[src/rtl/elelock_pkg.sv]
// elelock_pkg: shared types and helpers for the programmable ten-key lock.
//   state_e        : lock controller states
//   key_t          : decoded key {vld, digit}
//   onehot_decode  : ten-key one-hot pattern -> digit with valid flag
package elelock_pkg;

  localparam int DIGIT_W = 4;
  localparam int KEYS    = 10;

  typedef enum logic [1:0] {
    ST_OPEN    = 2'd0,
    ST_LOCKED  = 2'd1,
    ST_LOCKOUT = 2'd2,
    ST_PROG    = 2'd3
  } state_e;

  typedef struct packed {
    logic               vld;
    logic [DIGIT_W-1:0] digit;
  } key_t;

  // vld is set only for an exactly one-hot pattern; digit is the bit index.
  function automatic key_t onehot_decode(input logic [KEYS-1:0] keys);
    key_t res;
    res = '0;
    for (int i = 0; i < KEYS; i++) begin
      if (keys == (KEYS'(1) << i)) begin
        res.vld   = 1'b1;
        res.digit = DIGIT_W'(i);
      end
    end
    return res;
  endfunction

endpackage

[src/rtl/elelock_keyenc.sv]
// elelock_keyenc: ten-key press detector and encoder.
// Ports:
//   ck, reset     clock / async active-low reset
//   tenkey_i      raw one-hot key inputs (bit n = digit n)
//   digit_vld_o   one-cycle strobe: key is one-hot now and previous sample was idle
//   digit_o       encoded digit (valid with digit_vld_o)
module elelock_keyenc
  import elelock_pkg::*;
(
  input  logic                ck,
  input  logic                reset,
  input  logic [KEYS-1:0]     tenkey_i,
  output logic                digit_vld_o,
  output logic [DIGIT_W-1:0]  digit_o
);

  logic [KEYS-1:0] prev_q;
  key_t            dec;

  // Any non-zero previous sample (held key or multi-hot) blocks acceptance,
  // so only a clean idle->one-hot transition counts.
  always_ff @(posedge ck or negedge reset) begin
    if (!reset) prev_q <= '0;
    else        prev_q <= tenkey_i;
  end

  always_comb begin
    dec         = onehot_decode(tenkey_i);
    digit_vld_o = dec.vld && (prev_q == '0);
    digit_o     = dec.digit;
  end

endmodule

[src/rtl/elelock_prog.sv]
// elelock_prog: programmable DIGITS-digit electronic lock with optional lockout.
// Ports:
//   ck, reset   clock / async active-low reset
//   tenkey      one-hot key inputs
//   close       lock request (OPEN) / programming abort (PROG)
//   prog        enter programming mode (OPEN only)
//   lock        1 = bolt engaged
//   alarm       1 while in lockout
//   prog_mode   1 while in programming mode
//   key_cnt     digits collected in the current attempt
// Build option: ELELOCK_LOCKOUT_EN adds the fail counter, LOCKOUT state and
// timer; without it a mismatch just clears the entry and alarm stays 0.
module elelock_prog
  import elelock_pkg::*;
#(
  parameter int          DIGITS       = 4,
  parameter logic [31:0] DEFAULT_CODE = 32'h8596,
  parameter int          MAX_FAIL     = 3,
  parameter int          LOCKOUT_CYC  = 16
) (
  input  logic                         ck,
  input  logic                         reset,
  input  logic [KEYS-1:0]              tenkey,
  input  logic                         close,
  input  logic                         prog,
  output logic                         lock,
  output logic                         alarm,
  output logic                         prog_mode,
  output logic [$clog2(DIGITS+1)-1:0]  key_cnt
);

  localparam int CODE_W = DIGITS * DIGIT_W;
  localparam int CNT_W  = $clog2(DIGITS + 1);

  state_e               state_q;
  logic [CODE_W-1:0]    entry_q, entry_d, code_q;
  logic [CNT_W-1:0]     key_cnt_q;
  logic                 lock_q, alarm_q, prog_mode_q;
  logic                 digit_vld;
  logic [DIGIT_W-1:0]   digit;
  logic                 entry_full;

`ifdef ELELOCK_LOCKOUT_EN
  localparam int FAIL_W = $clog2(MAX_FAIL + 1);
  localparam int TMR_W  = $clog2(LOCKOUT_CYC + 1);
  logic [FAIL_W-1:0]    fail_q;
  logic [TMR_W-1:0]     timer_q;
`else
  logic                 unused_cfg;
  assign unused_cfg = ^{MAX_FAIL, LOCKOUT_CYC};
`endif

  elelock_keyenc u_keyenc (
    .ck          (ck),
    .reset       (reset),
    .tenkey_i    (tenkey),
    .digit_vld_o (digit_vld),
    .digit_o     (digit)
  );

  // Truncating cast keeps the newest DIGITS digits; MS digit entered first.
  assign entry_d    = CODE_W'({entry_q, digit});
  assign entry_full = (key_cnt_q == CNT_W'(DIGITS));

  // A full entry is evaluated on the edge after the final digit; digits
  // arriving on that evaluation edge are dropped.
  always_ff @(posedge ck or negedge reset) begin
    if (!reset) begin
      state_q     <= ST_OPEN;
      entry_q     <= '0;
      code_q      <= DEFAULT_CODE[CODE_W-1:0];
      key_cnt_q   <= '0;
      lock_q      <= 1'b0;
      alarm_q     <= 1'b0;
      prog_mode_q <= 1'b0;
`ifdef ELELOCK_LOCKOUT_EN
      fail_q      <= '0;
      timer_q     <= '0;
`endif
    end else begin
      case (state_q)
        ST_OPEN: begin
          if (close) begin
            state_q <= ST_LOCKED;
            lock_q  <= 1'b1;
          end else if (prog) begin
            state_q     <= ST_PROG;
            prog_mode_q <= 1'b1;
          end
        end

        ST_LOCKED: begin
          if (entry_full) begin
            entry_q   <= '0;
            key_cnt_q <= '0;
            if (entry_q == code_q) begin
              state_q <= ST_OPEN;
              lock_q  <= 1'b0;
`ifdef ELELOCK_LOCKOUT_EN
              fail_q  <= '0;
`endif
            end
`ifdef ELELOCK_LOCKOUT_EN
            else if (fail_q == FAIL_W'(MAX_FAIL - 1)) begin
              state_q <= ST_LOCKOUT;
              alarm_q <= 1'b1;
              timer_q <= TMR_W'(LOCKOUT_CYC);
              fail_q  <= fail_q + 1'b1;
            end else begin
              fail_q  <= fail_q + 1'b1;
            end
`endif
          end else if (digit_vld) begin
            entry_q   <= entry_d;
            key_cnt_q <= key_cnt_q + 1'b1;
          end
        end

        ST_LOCKOUT: begin
`ifdef ELELOCK_LOCKOUT_EN
          // Leaving on the terminal count keeps alarm high for exactly LOCKOUT_CYC cycles.
          if (timer_q == TMR_W'(1)) begin
            state_q <= ST_LOCKED;
            alarm_q <= 1'b0;
            timer_q <= '0;
            fail_q  <= '0;
          end else begin
            timer_q <= timer_q - 1'b1;
          end
`else
          state_q <= ST_LOCKED;
          alarm_q <= 1'b0;
`endif
        end

        ST_PROG: begin
          if (close) begin
            state_q     <= ST_OPEN;
            prog_mode_q <= 1'b0;
            entry_q     <= '0;
            key_cnt_q   <= '0;
          end else if (entry_full) begin
            code_q      <= entry_q;
            state_q     <= ST_OPEN;
            prog_mode_q <= 1'b0;
            entry_q     <= '0;
            key_cnt_q   <= '0;
          end else if (digit_vld) begin
            entry_q   <= entry_d;
            key_cnt_q <= key_cnt_q + 1'b1;
          end
        end

        default: begin
          state_q <= ST_OPEN;
          lock_q  <= 1'b0;
        end
      endcase
    end
  end

  assign lock      = lock_q;
  assign alarm     = alarm_q;
  assign prog_mode = prog_mode_q;
  assign key_cnt   = key_cnt_q;

endmodule
[config.mk]
export PLATFORM = sky130hd
export DESIGN_NAME = elelock_prog
export DESIGN_NICKNAME = d
export VERILOG_FILES = /design/src/rtl/elelock_pkg.sv /design/src/rtl/elelock_keyenc.sv /design/src/rtl/elelock_prog.sv
export SDC_FILE = /design/constraint.sdc
export NUM_CORES = 1
export LEC_CHECK = 0
export CAP_MARGIN = 15
export CORE_UTILIZATION = 57
export CTS_CLUSTER_SIZE = 14
export DETAILED_ROUTE_END_ITERATION = 12
export GPL_ROUTABILITY_DRIVEN = 0
export PLACE_DENSITY = 0.8
export SYNTH_ARGS = -nofsm -noshare
export SYNTH_HDL_FRONTEND = slang
export SYNTH_SLANG_ARGS = --single-unit
[constraint.sdc]
create_clock -name ck -period 2.7 [get_ports ck]
set_clock_uncertainty 0.1 [all_clocks]
set_input_delay 0.405 -clock ck [delete_from_list [all_inputs] [get_ports ck]]
set_output_delay 0.405 -clock ck [all_outputs]
set_load 0.02 [all_outputs]
==> results by group, run 1 <==
Run status
  – Run status: completed

Synthesis
  – Post-synthesis sequential area ratio: 49.82%
  – EDFF count, synth: 0
  – Main synth FF type: dfrtp_1
  – Yosys Warn Count: 0
  – Mapped Cells: 221
  – Post-Syn Nets: 237
  – Synth Register Bits: 49
  – Syn_area_per_cell: 11.22 sq um
  – Post-Syn Area: 2479 sq um
  – FFs w/ async S/R, synth: 100.0%
  – Yosys cell types: 48

GRT
  – Number of global-route vias before repair: 1,635
  – Initial antenna violation count: 0
  – First-pass GRT wire length: 8079 microns
  – Largest net degree at the start of global routing: 31
  – Gr usage total: 24.33%
  – Grt ovf: 0

STA
  – Worst hold slack: 0.01943 ns
  – Final hold vios: 0
  – Fmax: 423.5 MHz
  – Rel. slew slack: 56.50%
  – Final setup violation count: 0
  – Period utilization: 87.46%
  – Slack of the critical path: 0.3387 ns
  – Fin Setup TNS: 0 ns
  – Worst-margin pin slew: 0.6525 ns
  – Unrepaired setup endpoints after global routing: no
  – Pins Over Slew Limit: 0
  – Post-layout min period: 2.361 ns

Floorplanning
  – Boundary pin count: 20
  – Core area: 4086 sq um
  – Row Count: 23
  – Die width: 67.94 microns
  – Die Area: 4616 sq um
  – Starting Density: 60.66%
  – Die height: 67.94 microns

Finish
  – Final core utilization: 69.93%
  – Layout cells sized above 1: 23.20%
  – Nets@finish: 265
  – Final instance area: 2858 sq um
  – Ant diodes: 0
  – # fillers: 311
  – Synth-to-Final Area Change: 15.30%

Clocking
  – Longest Clk Path Bufs: 2
  – Clock Pin Slew Worst Setup and Hold Paths: 0.09 ns
  – Htree depth: 2
  – Post-CTS sizing: 0
  – Clock insertion delay at the later pin of the skew report: 0.30 ns
  – Clock sink total: 49
  – Root Buffer: clkbuf_8
  – Num CTS Buffers: 5
  – CTS tree: done
  – Cts hold-fix bufs: 0
  – Post-CTS Setup Inserts: 0

Worst setup path
  – Crit. End Element: flip-flop
  – CP max FO: 18
  – CP Class: in2reg
  – Cells along the critical path: clkdlybuf4s50_1, or3_4, a2111oi_4, a22oi_1, o31a_1, buf_4, a22o_1
  – Reg2reg path depth: 6
  – Startpoint types: primary input
  – Crit path max-delay cell type: clkdlybuf4s50_1
  – CP arrival: 2.46 ns
  – Worst EP required: 2.80 ns
  – CP peak stage delay: 0.50 ns

Pwr
  – Sw Ratio: 24.50%
  – Logic pwr share: 9.6%
  – Worst VDD drop: 0.2734 mV
  – Leakage: 1.309 nW
  – NetSw: 319.2 uW
  – Power Dens Cells: 455.9 nW/um^2
  – Int Pwr: 983.8 uW
  – Sequential share of power: 57.6%
  – Clk network pwr share: 32.8%

Placed design
  – Dpl ws: 0.01962 ns
  – Post-DP HPWL: 3500 microns
  – I/O Buffers: 18
  – Placed inst area: 2771 sq um

Drt
  – Drt drc: 0
  – DRT iter0 DRCs: 143
  – Final WL: 4748 microns
  – TritonRoute pass-1 iters: 4
  – Vias: 1,772
  – Vias/cell: 5.907
  – Drt wl/cell: 15.83 microns
  – Antenna Nets Post-Route: 0

Min path
  – Hold Crit Class: in2async

Flow run
  – MaxCap Viol Count: 0
[state kept, by name, indices dropped and copies added (netlist names)]
register / flops
code_q: 16
lock: 1
u_keyenc.prev_q: 10
state_q: 2
prog_mode: 1
entry_q: 16
key_cnt: 3
[through the flow]
stage,power [mW],std cells
floorplan,0.8237,221
global placement,0.8860,292
detailed placement,0.8885,292
CTS,1.315,300
global route,1.365,300
finish,1.303,300
[path summary, 6_finish.rpt]
check,to,from,slack [ns]
max,entry_q[15],tenkey[8],0.34
min,prog_mode,reset,0.02
max reg2reg,entry_q[15],u_keyenc.prev_q[5],0.40
min reg2reg,lock,lock,0.43
max in group asynchronous,code_q[7],reset,1.79
min in group ck,lock,lock,0.43
[logic make-up (layout without fill, tap and decap cells)]
logic type	count (synthesis)	count (layout)	share of synthesized area, %
XOR/XNOR	21	21	7.420
buffers and inverters	19	48	4.190
AND/OR/NAND/NOR	59	59	14.03
flip-flops	49	49	49.82
adder cells (fa/ha/maj)	2	2	1.009
other	1	1	0.1513
AO/OA/AOI/OAI	54	54	16.10
multiplexers	16	16	7.269
[final cells by class]
class / instances / area (sq um) / share of cell area (%)
Sequential cell: 49 / 1235 / 43.21
Multi-Input combinational cell: 153 / 1145 / 40.06
Timing Repair Buffer: 37 / 317.8 / 11.12
Clock buffer: 6 / 72.57 / 2.539
Tap cell: 50 / 62.56 / 2.189
Clock inverter: 2 / 13.76 / 0.4816
Inverter: 3 / 11.26 / 0.3940
[Yosys cell counts, types with 2 or more instances]
library cell / instances / share of area [%]
xnor2_1: 5 / 1.8
buf_2: 5 / 1.0
nand4_1: 3 / 0.76
nor3_1: 3 / 0.61
dfrtp_1: 42 / 42
and3_1: 3 / 0.76
a21oi_1: 7 / 1.4
a31oi_1: 4 / 1.0
xor2_1: 16 / 5.7
nor2b_1: 2 / 0.50
clkbuf_1: 7 / 1.1
o21ai_0: 12 / 2.4
nand3b_1: 2 / 0.61
nor2_1: 11 / 1.7
a22o_1: 18 / 6.4
inv_1: 3 / 0.45
nand2_1: 16 / 2.4
nor4_1: 6 / 1.5
dfstp_2: 7 / 7.4
mux2_2: 16 / 7.3
nor4_2: 2 / 1.0
ha_1: 2 / 1.0
o211ai_1: 2 / 0.61
buf_6: 3 / 1.4
[per-layer routing]
metal,share of wire (%),wire length (microns),track usage (%)
met1,46,2196,33.66
met5,0,0,0
met3,4.8,227,6.500
met2,48,2271,38.11
met4,1.1,53,5.469
[worst max-delay path, delay by kind of cell]
family                 cells  cell delay (ns)
AND/OR/NAND/NOR            1             0.42
AO/OA/AOI/OAI              4             0.94
buffers and inverters      2             0.70
[power by group through the flow]
| stage | Sequential, mW | Clock (mW) | Combinational [mW] |
|---|---|---|---|
| floorplan | 0.768 | 0 | 0.0556 |
| global placement | 0.764 | 0 | 0.122 |
| detailed placement | 0.764 | 0 | 0.124 |
| CTS | 0.750 | 0.440 | 0.125 |
| global route | 0.751 | 0.475 | 0.138 |
| finish | 0.750 | 0.428 | 0.125 |
[cells in the final DEF, fill, tap and decap left out, types with 2 or more instances in the layout]
master / instances
ha_1: 2
clkbuf_8: 5
o211ai_1: 2
buf_4: 19
xor2_1: 16
nand4_1: 3
and3_1: 3
o21ai_0: 12
a31oi_1: 4
mux2_2: 16
inv_1: 3
nor3_2: 2
nor4_2: 2
dfstp_2: 7
a21oi_1: 7
nand3b_1: 2
clkdlybuf4s50_1: 17
nor3_1: 2
dfrtp_1: 42
xnor2_1: 5
nor4_1: 6
a22o_1: 18
nor2_1: 11
nor2b_1: 2
nand2_1: 16
No activity file was read; power rests on OpenSTA's default activity.
==> run 2, diff against run 1 <==
--- a/config.mk
+++ b/config.mk
@@ -11,6 +11,7 @@
 export DETAILED_ROUTE_END_ITERATION = 12
 export GPL_ROUTABILITY_DRIVEN = 0
 export PLACE_DENSITY = 0.8
+export SKIP_LAST_GASP = 1
 export SYNTH_ARGS = -nofsm -noshare
 export SYNTH_HDL_FRONTEND = slang
 export SYNTH_SLANG_ARGS = --single-unit
==> results of run 2 <==
The final DEF is identical to that of run 1; final timing and power are the same.
